**src/rtl/ps2_key_ctrl_if.sv**
```systemverilog
// Event bus between the ps2 receiver, the key controller and the enigma core.
// slave : the key controller (consumes bytes, produces events)
// master: the surrounding logic (produces bytes, consumes events)
interface ps2_key_ctrl_if;
  logic       key_rdy;
  logic [7:0] key_out;
  logic       evt_valid;
  logic       evt_ready;
  logic [1:0] evt_type;
  logic [4:0] evt_idx;
  logic       ovf;
  logic       tmo_err;

  modport slave (
    input  key_rdy, key_out, evt_ready,
    output evt_valid, evt_type, evt_idx, ovf, tmo_err
  );

  modport master (
    output key_rdy, key_out, evt_ready,
    input  evt_valid, evt_type, evt_idx, ovf, tmo_err
  );
endinterface

```
**src/rtl/ps2_key_ctrl.sv**
```systemverilog
// PS/2 set-2 key sequencer: strips E0/F0 prefix sequences, decodes letter and
// command makes into events, and holds one event for a valid/ready consumer.
// Optional macro PS2_REPEAT_FILTER_EN suppresses typematic repeats of the
// last decodable make until its break code is seen.
module ps2_key_ctrl #(
  parameter int TIMEOUT_CYC = 100000,
  parameter int TMO_W       = 17
) (
  input  logic            clk,
  input  logic            rst,
  ps2_key_ctrl_if.slave   bus
);
  typedef enum logic [1:0] {IDLE, EXT, BRK, EXT_BRK} state_t;

  localparam logic [7:0] CODE_E0 = 8'hE0;
  localparam logic [7:0] CODE_F0 = 8'hF0;

  state_t           state, state_nx;
  logic [TMO_W-1:0] tmo_cnt;
  logic             expire;
  logic             make_hit;   // decodable make byte arriving in IDLE
  logic             brk_byte;   // byte completing a plain break sequence
  logic             suppress;   // repeat of the held key
  logic             dec_hit;
  logic [1:0]       dec_type;
  logic [4:0]       dec_idx;

  // {hit, type, idx} for a scan code
  function automatic logic [7:0] decode(input logic [7:0] c);
    logic [7:0] r;
    r = 8'h00;
    case (c)
      8'h1C: r = {1'b1, 2'd0, 5'd0};   8'h32: r = {1'b1, 2'd0, 5'd1};
      8'h21: r = {1'b1, 2'd0, 5'd2};   8'h23: r = {1'b1, 2'd0, 5'd3};
      8'h24: r = {1'b1, 2'd0, 5'd4};   8'h2B: r = {1'b1, 2'd0, 5'd5};
      8'h34: r = {1'b1, 2'd0, 5'd6};   8'h33: r = {1'b1, 2'd0, 5'd7};
      8'h43: r = {1'b1, 2'd0, 5'd8};   8'h3B: r = {1'b1, 2'd0, 5'd9};
      8'h42: r = {1'b1, 2'd0, 5'd10};  8'h4B: r = {1'b1, 2'd0, 5'd11};
      8'h3A: r = {1'b1, 2'd0, 5'd12};  8'h31: r = {1'b1, 2'd0, 5'd13};
      8'h44: r = {1'b1, 2'd0, 5'd14};  8'h4D: r = {1'b1, 2'd0, 5'd15};
      8'h15: r = {1'b1, 2'd0, 5'd16};  8'h2D: r = {1'b1, 2'd0, 5'd17};
      8'h1B: r = {1'b1, 2'd0, 5'd18};  8'h2C: r = {1'b1, 2'd0, 5'd19};
      8'h3C: r = {1'b1, 2'd0, 5'd20};  8'h2A: r = {1'b1, 2'd0, 5'd21};
      8'h1D: r = {1'b1, 2'd0, 5'd22};  8'h22: r = {1'b1, 2'd0, 5'd23};
      8'h35: r = {1'b1, 2'd0, 5'd24};  8'h1A: r = {1'b1, 2'd0, 5'd25};
      8'h5A: r = {1'b1, 2'd1, 5'd0};
      8'h66: r = {1'b1, 2'd2, 5'd0};
      8'h76: r = {1'b1, 2'd3, 5'd0};
      default: r = 8'h00;
    endcase
    return r;
  endfunction

  assign {dec_hit, dec_type, dec_idx} = decode(bus.key_out);

  // A byte in the same cycle as expiry wins over the timeout
  assign expire = (state != IDLE) && !bus.key_rdy &&
                  (tmo_cnt == TMO_W'(TIMEOUT_CYC - 1));

  // State register
  always_ff @(posedge clk) begin
    if (rst) state <= IDLE;
    else     state <= state_nx;
  end

  // Next-state: prefix tracking on each byte, abort to IDLE on timeout
  always_comb begin
    state_nx = state;
    if (bus.key_rdy) begin
      case (state)
        IDLE:    if (bus.key_out == CODE_E0)      state_nx = EXT;
                 else if (bus.key_out == CODE_F0) state_nx = BRK;
        EXT:     state_nx = (bus.key_out == CODE_F0) ? EXT_BRK : IDLE;
        default: state_nx = IDLE;
      endcase
    end else if (expire) begin
      state_nx = IDLE;
    end
  end

  // FSM outputs: which byte is a make to emit, which completes a break
  always_comb begin
    make_hit = 1'b0;
    brk_byte = 1'b0;
    if (bus.key_rdy) begin
      make_hit = (state == IDLE) && dec_hit;   // E0/F0 never decode
      brk_byte = (state == BRK);
    end
  end

`ifdef PS2_REPEAT_FILTER_EN
  logic [7:0] held;
  logic       held_vld;

  assign suppress = held_vld && (bus.key_out == held);

  // Remember the last decodable make; its break re-arms the key
  always_ff @(posedge clk) begin
    if (rst) begin
      held     <= 8'h00;
      held_vld <= 1'b0;
    end else if (make_hit && !suppress) begin
      held     <= bus.key_out;
      held_vld <= 1'b1;
    end else if (brk_byte && suppress) begin
      held_vld <= 1'b0;
    end
  end
`else
  assign suppress = 1'b0;
`endif

  // Prefix timeout counter; runs only while a prefix is pending
  always_ff @(posedge clk) begin
    if (rst)                                  tmo_cnt <= '0;
    else if (bus.key_rdy || state == IDLE || expire) tmo_cnt <= '0;
    else                                      tmo_cnt <= tmo_cnt + 1'b1;
  end

  // One-entry event register with drop-and-flag on overflow
  always_ff @(posedge clk) begin
    if (rst) begin
      bus.evt_valid <= 1'b0;
      bus.evt_type  <= 2'd0;
      bus.evt_idx   <= 5'd0;
      bus.ovf       <= 1'b0;
      bus.tmo_err   <= 1'b0;
    end else begin
      bus.tmo_err <= expire;
      if (make_hit && !suppress) begin
        if (!bus.evt_valid || bus.evt_ready) begin
          bus.evt_valid <= 1'b1;
          bus.evt_type  <= dec_type;
          bus.evt_idx   <= dec_idx;
        end else begin
          bus.ovf <= 1'b1;
        end
      end else if (bus.evt_valid && bus.evt_ready) begin
        bus.evt_valid <= 1'b0;
      end
    end
  end
endmodule

```
**src/flat_wrapper.sv**
```systemverilog
// flat-port wrapper written by rule: the top's interface ports become plain ports
module ps2_key_ctrl_flat 
#(
  parameter int TIMEOUT_CYC = 100000,
  parameter int TMO_W       = 17
)
  (clk, rst, bus_key_rdy, bus_key_out, bus_evt_ready, bus_evt_valid, bus_evt_type, bus_evt_idx, bus_ovf, bus_tmo_err);
  ps2_key_ctrl_if bus_i ();
  input  logic clk;
  input  logic rst;
  input wire logic [$bits(bus_i.key_rdy)-1:0] bus_key_rdy;
  input wire logic [$bits(bus_i.key_out)-1:0] bus_key_out;
  input wire logic [$bits(bus_i.evt_ready)-1:0] bus_evt_ready;
  output wire logic [$bits(bus_i.evt_valid)-1:0] bus_evt_valid;
  output wire logic [$bits(bus_i.evt_type)-1:0] bus_evt_type;
  output wire logic [$bits(bus_i.evt_idx)-1:0] bus_evt_idx;
  output wire logic [$bits(bus_i.ovf)-1:0] bus_ovf;
  output wire logic [$bits(bus_i.tmo_err)-1:0] bus_tmo_err;
  assign bus_i.key_rdy = bus_key_rdy;
  assign bus_i.key_out = bus_key_out;
  assign bus_i.evt_ready = bus_evt_ready;
  assign bus_evt_valid = bus_i.evt_valid;
  assign bus_evt_type = bus_i.evt_type;
  assign bus_evt_idx = bus_i.evt_idx;
  assign bus_ovf = bus_i.ovf;
  assign bus_tmo_err = bus_i.tmo_err;
  ps2_key_ctrl #(.TIMEOUT_CYC(TIMEOUT_CYC), .TMO_W(TMO_W)) u_core (.clk(clk), .rst(rst), .bus(bus_i));
endmodule
```
**config.mk**
```make
export PLATFORM = sky130hd
export DESIGN_NAME = ps2_key_ctrl_flat
export DESIGN_NICKNAME = d
export VERILOG_FILES = /design/src/rtl/ps2_key_ctrl_if.sv /design/src/rtl/ps2_key_ctrl.sv /design/src/flat_wrapper.sv
export SDC_FILE = /design/constraint.sdc
export NUM_CORES = 1
export LEC_CHECK = 0
export BUFFER_PORTS_ARGS = -buffer_cell sky130_fd_sc_hd__buf_2
export CORE_MARGIN = 1
export CORE_UTILIZATION = 35
export CTS_CLUSTER_DIAMETER = 200
export DETAILED_ROUTE_END_ITERATION = 16
export PLACE_DENSITY = 0.53
export REMOVE_ABC_BUFFERS = 1
export SYNTH_ARGS = -nofsm -noshare
export SYNTH_HDL_FRONTEND = slang
export SYNTH_SLANG_ARGS = --single-unit
```
**constraint.sdc**
```tcl
create_clock -name clk -period 2.1 [get_ports clk]
set_clock_uncertainty 0.15 [all_clocks]
set_input_delay 0.315 -clock clk [delete_from_list [all_inputs] [get_ports clk]]
set_output_delay 0.315 -clock clk [all_outputs]
set_load 0.005 [all_outputs]
```
After elaboration in Yosys (flattened, before gate mapping)
Memory sizes are Yosys's and may differ from the RTL's.
Cells that the tools add are included.
{"block": "totals", "elab_cells": 45, "romBits": 1024, "output_inout_bits": 10, "n_memories": 1, "reg_bits": 29, "input_bits": 12}
{"block": "op_classes", "bitwise": 1, "add_sub_neg": 1, "n_reduce_logical": 18, "eq_ne": 6, "mux": 11}
{"memory": "(name not given)", "depth": 128, "width": 8, "rd": 1, "rd_clocked_by_memory_dff": 0, "wr": 0, "line_no": "ps2_key_ctrl.sv:32", "rtl": "case (c)"}
{"op": "$add A17 B1 Y17 const B", "n": 1}
{"op": "$eq A17 B17 Y1 const B", "n": 1}
{"op": "$eq A8 B8 Y1 const B", "n": 2}
{"op": "$mux W2", "n": 5}
{"op": "$mux W8", "n": 1}
{"op": "$reduce_and A2 Y1", "n": 4}
{"op": "$reduce_bool A2 Y1", "n": 3}
{"op": "$logic_and A1 B1 Y1", "n": 4}
{"op": "$mux W1", "n": 4}
{"op": "$ne A4 B2 Y1 const B", "n": 1}
{"op": "$pmux W2 S2", "n": 1}
{"op": "$logic_or A1 B1 Y1", "n": 3}
{"op": "$eq A2 B1 Y1 const B", "n": 1}
{"op": "$logic_not A1 Y1", "n": 2}
{"op": "$logic_not A2 Y1", "n": 1}
{"op": "$ne A2 B2 Y1 const B", "n": 1}
{"op": "$reduce_or A2 Y1", "n": 1}
{"op": "$not A1 Y1", "n": 1}

Depth between registers and ports, before layout
Gate-level depths: netlist (run 1).
An unclocked memory read counts as a cell.
{"block": "logic_depth", "depth_word": 6, "depth_mapped": 8, "ltp_nobuf": 7}

Worst setup path before layout (run 1)
Ideal clock, no wire load.
{"block": "synth_timing", "kind": "input port to flip-flop", "start": "input port bus_key_out[2]", "end": "register u_core.bus.evt_idx[0]", "arrival_ps": 1995, "path_buffers": 1, "required_time_ps": 1829, "path_stages": 8, "slack_ps": -166, "setup_time_ps": 121, "path_cell_list": "buf_2 inv_1 ha_1 nor2b_1 o311ai_1 a2111o_1 nand2_2 mux2_2"}
{"block": "synth_between", "elab_chain_cells": 5}
{"element": "start: declaration", "line_no": "flat_wrapper.sv:12", "rtl": "input wire logic [$bits(bus_i.key_out)-1:0] bus_key_out;"}
{"element": "$mem_v2 Z128 W8 (*)"}
{"element": "$mux W8 (*)", "line_no": "ps2_key_ctrl.sv:32"}
{"element": "$logic_and A1 B1 Y1", "line_no": "ps2_key_ctrl.sv:86", "rtl": "make_hit = (state == IDLE) && dec_hit;"}
{"element": "$mux W1", "line_no": "ps2_key_ctrl.sv:85", "rtl": "if (bus.key_rdy) begin"}
{"element": "$reduce_and A2 Y1 (no source line)"}
{"element": "end signal: assignment", "line_no": "ps2_key_ctrl.sv:134", "rtl": "bus.evt_idx <= dec_idx;"}
{"element": "end: declaration", "line_no": "ps2_key_ctrl_if.sv:16", "rtl": "output evt_valid, evt_type, evt_idx, ovf, tmo_err"}
Every way passes the cells marked *; elsewhere a longest branch is shown, timed or not.
A chain may end at the register's enable or synchronous reset.

Final worst setup path (run 1)
{"block": "layout_timing", "start": "register u_core.state[1]", "end": "register u_core.bus.evt_idx[4]"}
{"block": "layout_between", "elab_chain_cells": 4}
{"element": "start: declaration", "line_no": "ps2_key_ctrl.sv:18", "rtl": "state_t state, state_nx;"}
{"element": "start signal: assignment", "line_no": "ps2_key_ctrl.sv:63", "rtl": "else state <= state_nx;"}
{"element": "$logic_not A2 Y1", "line_no": "ps2_key_ctrl.sv:86"}
{"element": "$logic_and A1 B1 Y1", "line_no": "ps2_key_ctrl.sv:86"}
{"element": "$mux W1", "line_no": "ps2_key_ctrl.sv:85"}
{"element": "$reduce_and A2 Y1 (no source line)"}
Every way passes these cells.

==> results of run 1 <==
state kept, by name, summed over array words and instances, names as in the netlist:
signal / count
u_core.state: 2
u_core.bus.evt_type: 2
u_core.tmo_cnt: 17
u_core.bus.evt_valid: 1
u_core.bus.evt_idx: 5
u_core.bus.tmo_err: 1
u_core.bus.ovf: 1
cells in the mapped netlist (4+ instances only):
cell type | number | share of area
xor2_1 | 11 | 0.053
a21oi_1 | 7 | 0.019
nor4_1 | 4 | 0.014
inv_1 | 13 | 0.027
nor2_1 | 29 | 0.060
xnor2_1 | 8 | 0.039
nor2b_1 | 7 | 0.024
nand2b_1 | 6 | 0.021
nand4b_1 | 4 | 0.019
dfxtp_1 | 29 | 0.32
buf_2 | 8 | 0.022
nand3_1 | 8 | 0.022
o21ai_0 | 7 | 0.019
nor3_1 | 4 | 0.011
nand2_1 | 11 | 0.023
nand4_1 | 4 | 0.014
area by class of cell:
| type | count | area, um2 |
|---|---|---|
| fill | 500 | 2600 |
| multi-input combinational | 167 | 1130 |
| sequential | 29 | 581 |
| timing repair buffer | 50 | 323 |
| clock buffer | 7 | 86.3 |
| tap | 67 | 83.8 |
| inverter | 13 | 48.8 |
worst max-delay path, delay by kind of cell (launching register included):
kind                   cells  cell delay (ns)
and+or+nand+nor            1             0.28
buffers and inverters      2             0.32
DFF                        1             0.34
AOI/OAI and AO/OA          4             0.79
metrics by stage:
stage | hold WS [ns] | power [mW] | setup WS, ns
floorplan | 0.234 | 0.643 | 0.0323
global route | 0.192 | 1.25 | 0.0102
global placement | 0.282 | 0.741 | -0.0562
detailed placement | 0.294 | 0.739 | -0.101
finish | 0.181 | 1.19 | 0.126
CTS | 0.169 | 1.21 | 0.0126
repair_timing:
item | in CTS | in global routing
hold buffers | 0 | 0
gates resized for setup | 0 | 1
setup endpoints to repair | 0 | 8
final timing paths:
check	start	to	slack, ns	cells after the start
worst max-delay path	u_core.state[1]	u_core.bus.evt_idx[4]	0.13	7
worst min-delay path	bus_key_rdy	u_core.bus.tmo_err	0.18	3
worst max register to register	u_core.state[1]	u_core.bus.evt_idx[4]	0.13	7
worst min register to register	u_core.tmo_cnt[0]	u_core.tmo_cnt[0]	0.30	1
power breakdown:
| part | internal (mW) | leakage (nW) | switching, mW | total, mW |
|---|---|---|---|---|
| combinational | 0.0797 | 0.563 | 0.0987 | 0.178 |
| sequential | 0.552 | 0.234 | 0.000751 | 0.552 |
| clock | 0.259 | 0.0443 | 0.199 | 0.458 |
| total | 0.891 | 0.841 | 0.298 | 1.19 |
routing by layer:
layer  GRT usage  vias up  wire, um
met5           0        -         0
li1            -      898         -
met4      0.0748        0        77
met2       0.319       39      2230
met3      0.0352        8       189
met1       0.224      822      2030
logic make-up (layout without fill, tap and decap cells):
family / count (synthesis) / in the layout / share of synthesized area
simple gates: 96 / 96 / 0.295
mux: 2 / 2 / 0.0117
compound gates: 48 / 48 / 0.206
flops: 29 / 29 / 0.319
buf+inv: 25 / 70 / 0.0633
xor+xnor: 19 / 19 / 0.0915
fa+ha+maj: 2 / 2 / 0.0138
==> flow_metrics.env, run 1 <==
export IMPL_status="finished clean"
export IMPL_seq_area_frac_synth=0.319
export IMPL_period_share=0.940
export IMPL_drv_slew=0
export IMPL_syn_inst=221
export IMPL_arrival_ns=2.01
export IMPL_grt_pass1_vias=1661
export IMPL_worstPathMaxFanout=5
export IMPL_first_pass_iters=4
export IMPL_slowest_stage="dfxtp_1"
export IMPL_clkLatencyLatePin_ns=0.28
export IMPL_place_gp_congestion=0.804
export IMPL_die_w_um=74.1
export IMPL_io_pins=22
export IMPL_antenna_found_initial=0
export IMPL_post_cts_setup_buffer_count=0
export IMPL_synth_avg_cell_area_um2=8.23
export IMPL_final_cells=333
export IMPL_rows=25
export IMPL_tightest_slew_ns=0.488
export IMPL_final_nets=280
export IMPL_drive_gt1_frac=0.244
export IMPL_final_cell_mix="nor2_1 (29), buf_4 (29), dfxtp_1 (29)"
export IMPL_grt_max_degree=16
export IMPL_die_h_um=74.1
export IMPL_yosys_warnings=0
export IMPL_cts_sinks=29
export IMPL_synth_async_reset_ratio=0
export IMPL_initial_utilization=0.375
export IMPL_ys_dominant_reg_cell="dfxtp_1"
export IMPL_finalWirelength_um=4530
export IMPL_clock_fmax_mhz=507
export IMPL_antenna_left=0
export IMPL_drc_errors=0
export IMPL_synth_seq_cells=29
export IMPL_cts_buffers=5
export IMPL_cpMostUsedCell="buf_4"
export IMPL_holdCritPathClass="in2reg"
export IMPL_slew_headroom=0.672
export IMPL_detail_route_wl_per_cell_um=13.6
export IMPL_cp_cell_sequence="nor4b_2, buf_4, o311ai_1, buf_4, a211oi_2, o211ai_2, o32ai_1"
export IMPL_maxCapViolations=0
export IMPL_fin_crit_ns=1.97
export IMPL_end_kind="flip-flop"
export IMPL_clk_pin_slew_ns=0.06
export IMPL_root_buffer="clkbuf_8"
export IMPL_utilization=0.464
export IMPL_final_cell_area_um2=2250
export IMPL_setup_viol=0
export IMPL_drt_vias_per_instance=5.31
export IMPL_syn2layout_area_growth_pct=23.8
export IMPL_cts_max_level=2
export IMPL_numPortBuffers=21
export IMPL_hold_viol_final=0
export IMPL_power_density_nw_per_um2=528
export IMPL_ir_drop_mv=0.327
export IMPL_tns_ns=0
export IMPL_gr_total_overflow=0
export IMPL_critPathRequiredTime_ns=2.14
export IMPL_rsz0062_at_grt="no"
export IMPL_worstSetupPathType="reg2reg"
export IMPL_drtIter0Drc=146
export IMPL_startpoint_type="flip-flop"
export IMPL_grt_pass1_wl_um=7730
export IMPL_dp_hpwl_um=3420
export IMPL_cts_tree="done"
export IMPL_place_inst=326
export IMPL_slowest_delay_ns=0.34
export IMPL_synth_edff_count=0
export IMPL_place_area_um2=2160
export IMPL_netlist_area_um2=1820
export IMPL_p_leak_nw=0.841
export IMPL_synth_cell_types=58
export IMPL_clk_path_buf_depth=2
export IMPL_core_um2=4850
export IMPL_num_antenna_cells=0
export IMPL_grt_util_all_layers=0.184
export IMPL_die_area_um2=5490
export IMPL_vias=1767
Note: power is estimated with default switching activity, not from simulation.
==> inputs of run 2 (changes only) <==
--- a/config.mk
+++ b/config.mk
@@ -10,7 +10,7 @@
 export CORE_UTILIZATION = 35
 export CTS_CLUSTER_DIAMETER = 200
 export DETAILED_ROUTE_END_ITERATION = 16
-export PLACE_DENSITY = 0.53
+export PLACE_DENSITY = 0.52
 export REMOVE_ABC_BUFFERS = 1
 export SYNTH_ARGS = -nofsm -noshare
 export SYNTH_HDL_FRONTEND = slang
==> constraint.sdc (replaced) <==
create_clock -name clk -period 2.13 [get_ports clk]
set_clock_uncertainty 0.15 [all_clocks]
set_input_delay 0.3195 -clock clk [delete_from_list [all_inputs] [get_ports clk]]
set_output_delay 0.3195 -clock clk [all_outputs]
set_load 0.005 [all_outputs]
==> flow_metrics.env, run 2 (synthesis gave the netlist of run 1 again) <==
export IMPL_clk_pin_slew_ns=0.06
export IMPL_vias=1702
export IMPL_finalPower_mw=1.21
export IMPL_arrival_ns=1.99
export IMPL_r2r_end="u_core.bus.evt_idx[0]"
export IMPL_place_gp_congestion=0.884
export IMPL_holdCritPathClass="in2reg"
export IMPL_hold_slack_ns=0.186
export IMPL_cts_tree="done"
export IMPL_post_cts_setup_buffer_count=0
export IMPL_num_antenna_cells=0
export IMPL_place_area_um2=2140
export IMPL_grt_util_all_layers=0.182
export IMPL_die_h_um=74.1
export IMPL_drc_errors=0
export IMPL_ir_drop_mv=0.420
export IMPL_fin_ws_ns=0.155
export IMPL_grt_pass1_vias=1591
export IMPL_period_share=0.927
export IMPL_slowest_delay_ns=0.40
export IMPL_antenna_found_initial=0
export IMPL_hold_viol_final=0
export IMPL_reg_top3="u_core.tmo_cnt: 17 flops, u_core.bus.evt_idx: 5 flops"
export IMPL_clkLatencyLatePin_ns=0.28
export IMPL_clock_fmax_mhz=506
export IMPL_maxCapViolations=0
export IMPL_crit_start="u_core.state[0]"
export IMPL_cts_sinks=29
export IMPL_end_kind="flip-flop"
export IMPL_drv_slew=0
export IMPL_initial_utilization=0.375
export IMPL_largest_reg_flops=17
export IMPL_drive_gt1_frac=0.240
export IMPL_antenna_left=0
export IMPL_rows=25
export IMPL_final_cell_mix="nor2_1 (29), dfxtp_1 (29), buf_4 (24)"
export IMPL_startpoint_type="flip-flop"
export IMPL_io_pins=22
export IMPL_finalWirelength_um=4390
export IMPL_timing_rr_start="u_core.state[0]"
export IMPL_crit_end="u_core.bus.evt_idx[0]"
export IMPL_max_flop_register="u_core.tmo_cnt"
export IMPL_p_leak_nw=0.837
export IMPL_gr_total_overflow=0
export IMPL_slew_headroom=0.634
export IMPL_slowest_stage="a2111o_1"
export IMPL_status="finished clean"
export IMPL_grt_pass1_wl_um=7670
export IMPL_numPortBuffers=21
export IMPL_rsz0062_at_grt="no"
export IMPL_utilization=0.464
export IMPL_fin_crit_ns=1.98
export IMPL_die_w_um=74.1
export IMPL_first_pass_iters=4
export IMPL_tightest_slew_ns=0.536
export IMPL_die_area_um2=5490
export IMPL_dp_slack_ns=-0.0634
export IMPL_drt_vias_per_instance=5.16
export IMPL_cts_buffers=5
export IMPL_core_um2=4850
export IMPL_cts_max_level=2
export IMPL_worstSetupPathType="reg2reg"
export IMPL_root_buffer="clkbuf_8"
export IMPL_worstPathMaxFanout=4
export IMPL_cp_cell_sequence="nor4b_2, buf_4, o311ai_1, a2111o_1, nand2_2, mux2_2"
export IMPL_rr_worst_depth=6
export IMPL_syn2layout_area_growth_pct=23.7
export IMPL_setup_viol=0
export IMPL_clk_path_buf_depth=2
export IMPL_final_cell_area_um2=2250
export IMPL_critPathRequiredTime_ns=2.15
export IMPL_dp_hpwl_um=3290
export IMPL_final_nets=276
export IMPL_power_density_nw_per_um2=538
export IMPL_drtIter0Drc=113
export IMPL_postCtsHoldBufs=0
export IMPL_detail_route_wl_per_cell_um=13.3
export IMPL_grt_max_degree=18
export IMPL_reg2reg_slack_ns=0.15
run 2: changes by cell type in the layout (fill, tap and decap cells not counted), sizes merged:
cell / change
buf: -4
clkinv: +1
run 2: critical path, delay by kind of cell (launching register included):
kind | cells | cell delay, ns
buffers and inverters | 1 | 0.16
and+or+nand+nor | 2 | 0.39
DFF | 1 | 0.34
muxes | 1 | 0.32
AOI/OAI and AO/OA | 2 | 0.52
run 2: report_power, final:
part | internal (mW) | switching, mW
Combinational | 0.0752 | 0.0943
Sequential | 0.544 | 0.000747
Clock | 0.291 | 0.203
run 2: layer usage:
metal	vias to the layer above	wire [um]	track usage
met4	0	42	0.0449
met3	4	141	0.0393
met2	29	1790	0.260
met5	-	0	0
met1	778	2410	0.275
li1	891	-	-
run 2: area by class of cell:
class	instances	area, um2
flip-flops and latches	29	581
clock buffers	7	96.3
repair buffers	46	305
fillers	509	2600
inverters	13	48.8
clock inverters	1	5.00
multi-input cells	167	1130
well taps	67	83.8
run 2: metrics by stage:
stage,instances,TNS [ns]
floorplan,209,0
global placement,322,-0.0515
detailed placement,322,-0.199
CTS,330,0
global route,330,0
finish,330,0
run 2: how the worst min path moves through the flow:
stage | start | endpoint | slack, ns | cells past startpoint
after floorplan | rst | u_core.bus.ovf | 0.24 | 1
after global placement | u_core.tmo_cnt[0] | u_core.tmo_cnt[0] | 0.28 | 1
after detailed placement | u_core.bus.ovf | u_core.bus.ovf | 0.29 | 2
after CTS | bus_key_rdy | u_core.bus.tmo_err | 0.18 | 3
after global routing | bus_key_rdy | u_core.bus.tmo_err | 0.20 | 3
final | bus_key_rdy | u_core.bus.tmo_err | 0.19 | 3
run 2: what timing repair did:
action,4_1_cts,5_1_grt
endpoints found under the hold margin,0,0
setup endpoints to repair,0,3
resized for setup,0,1
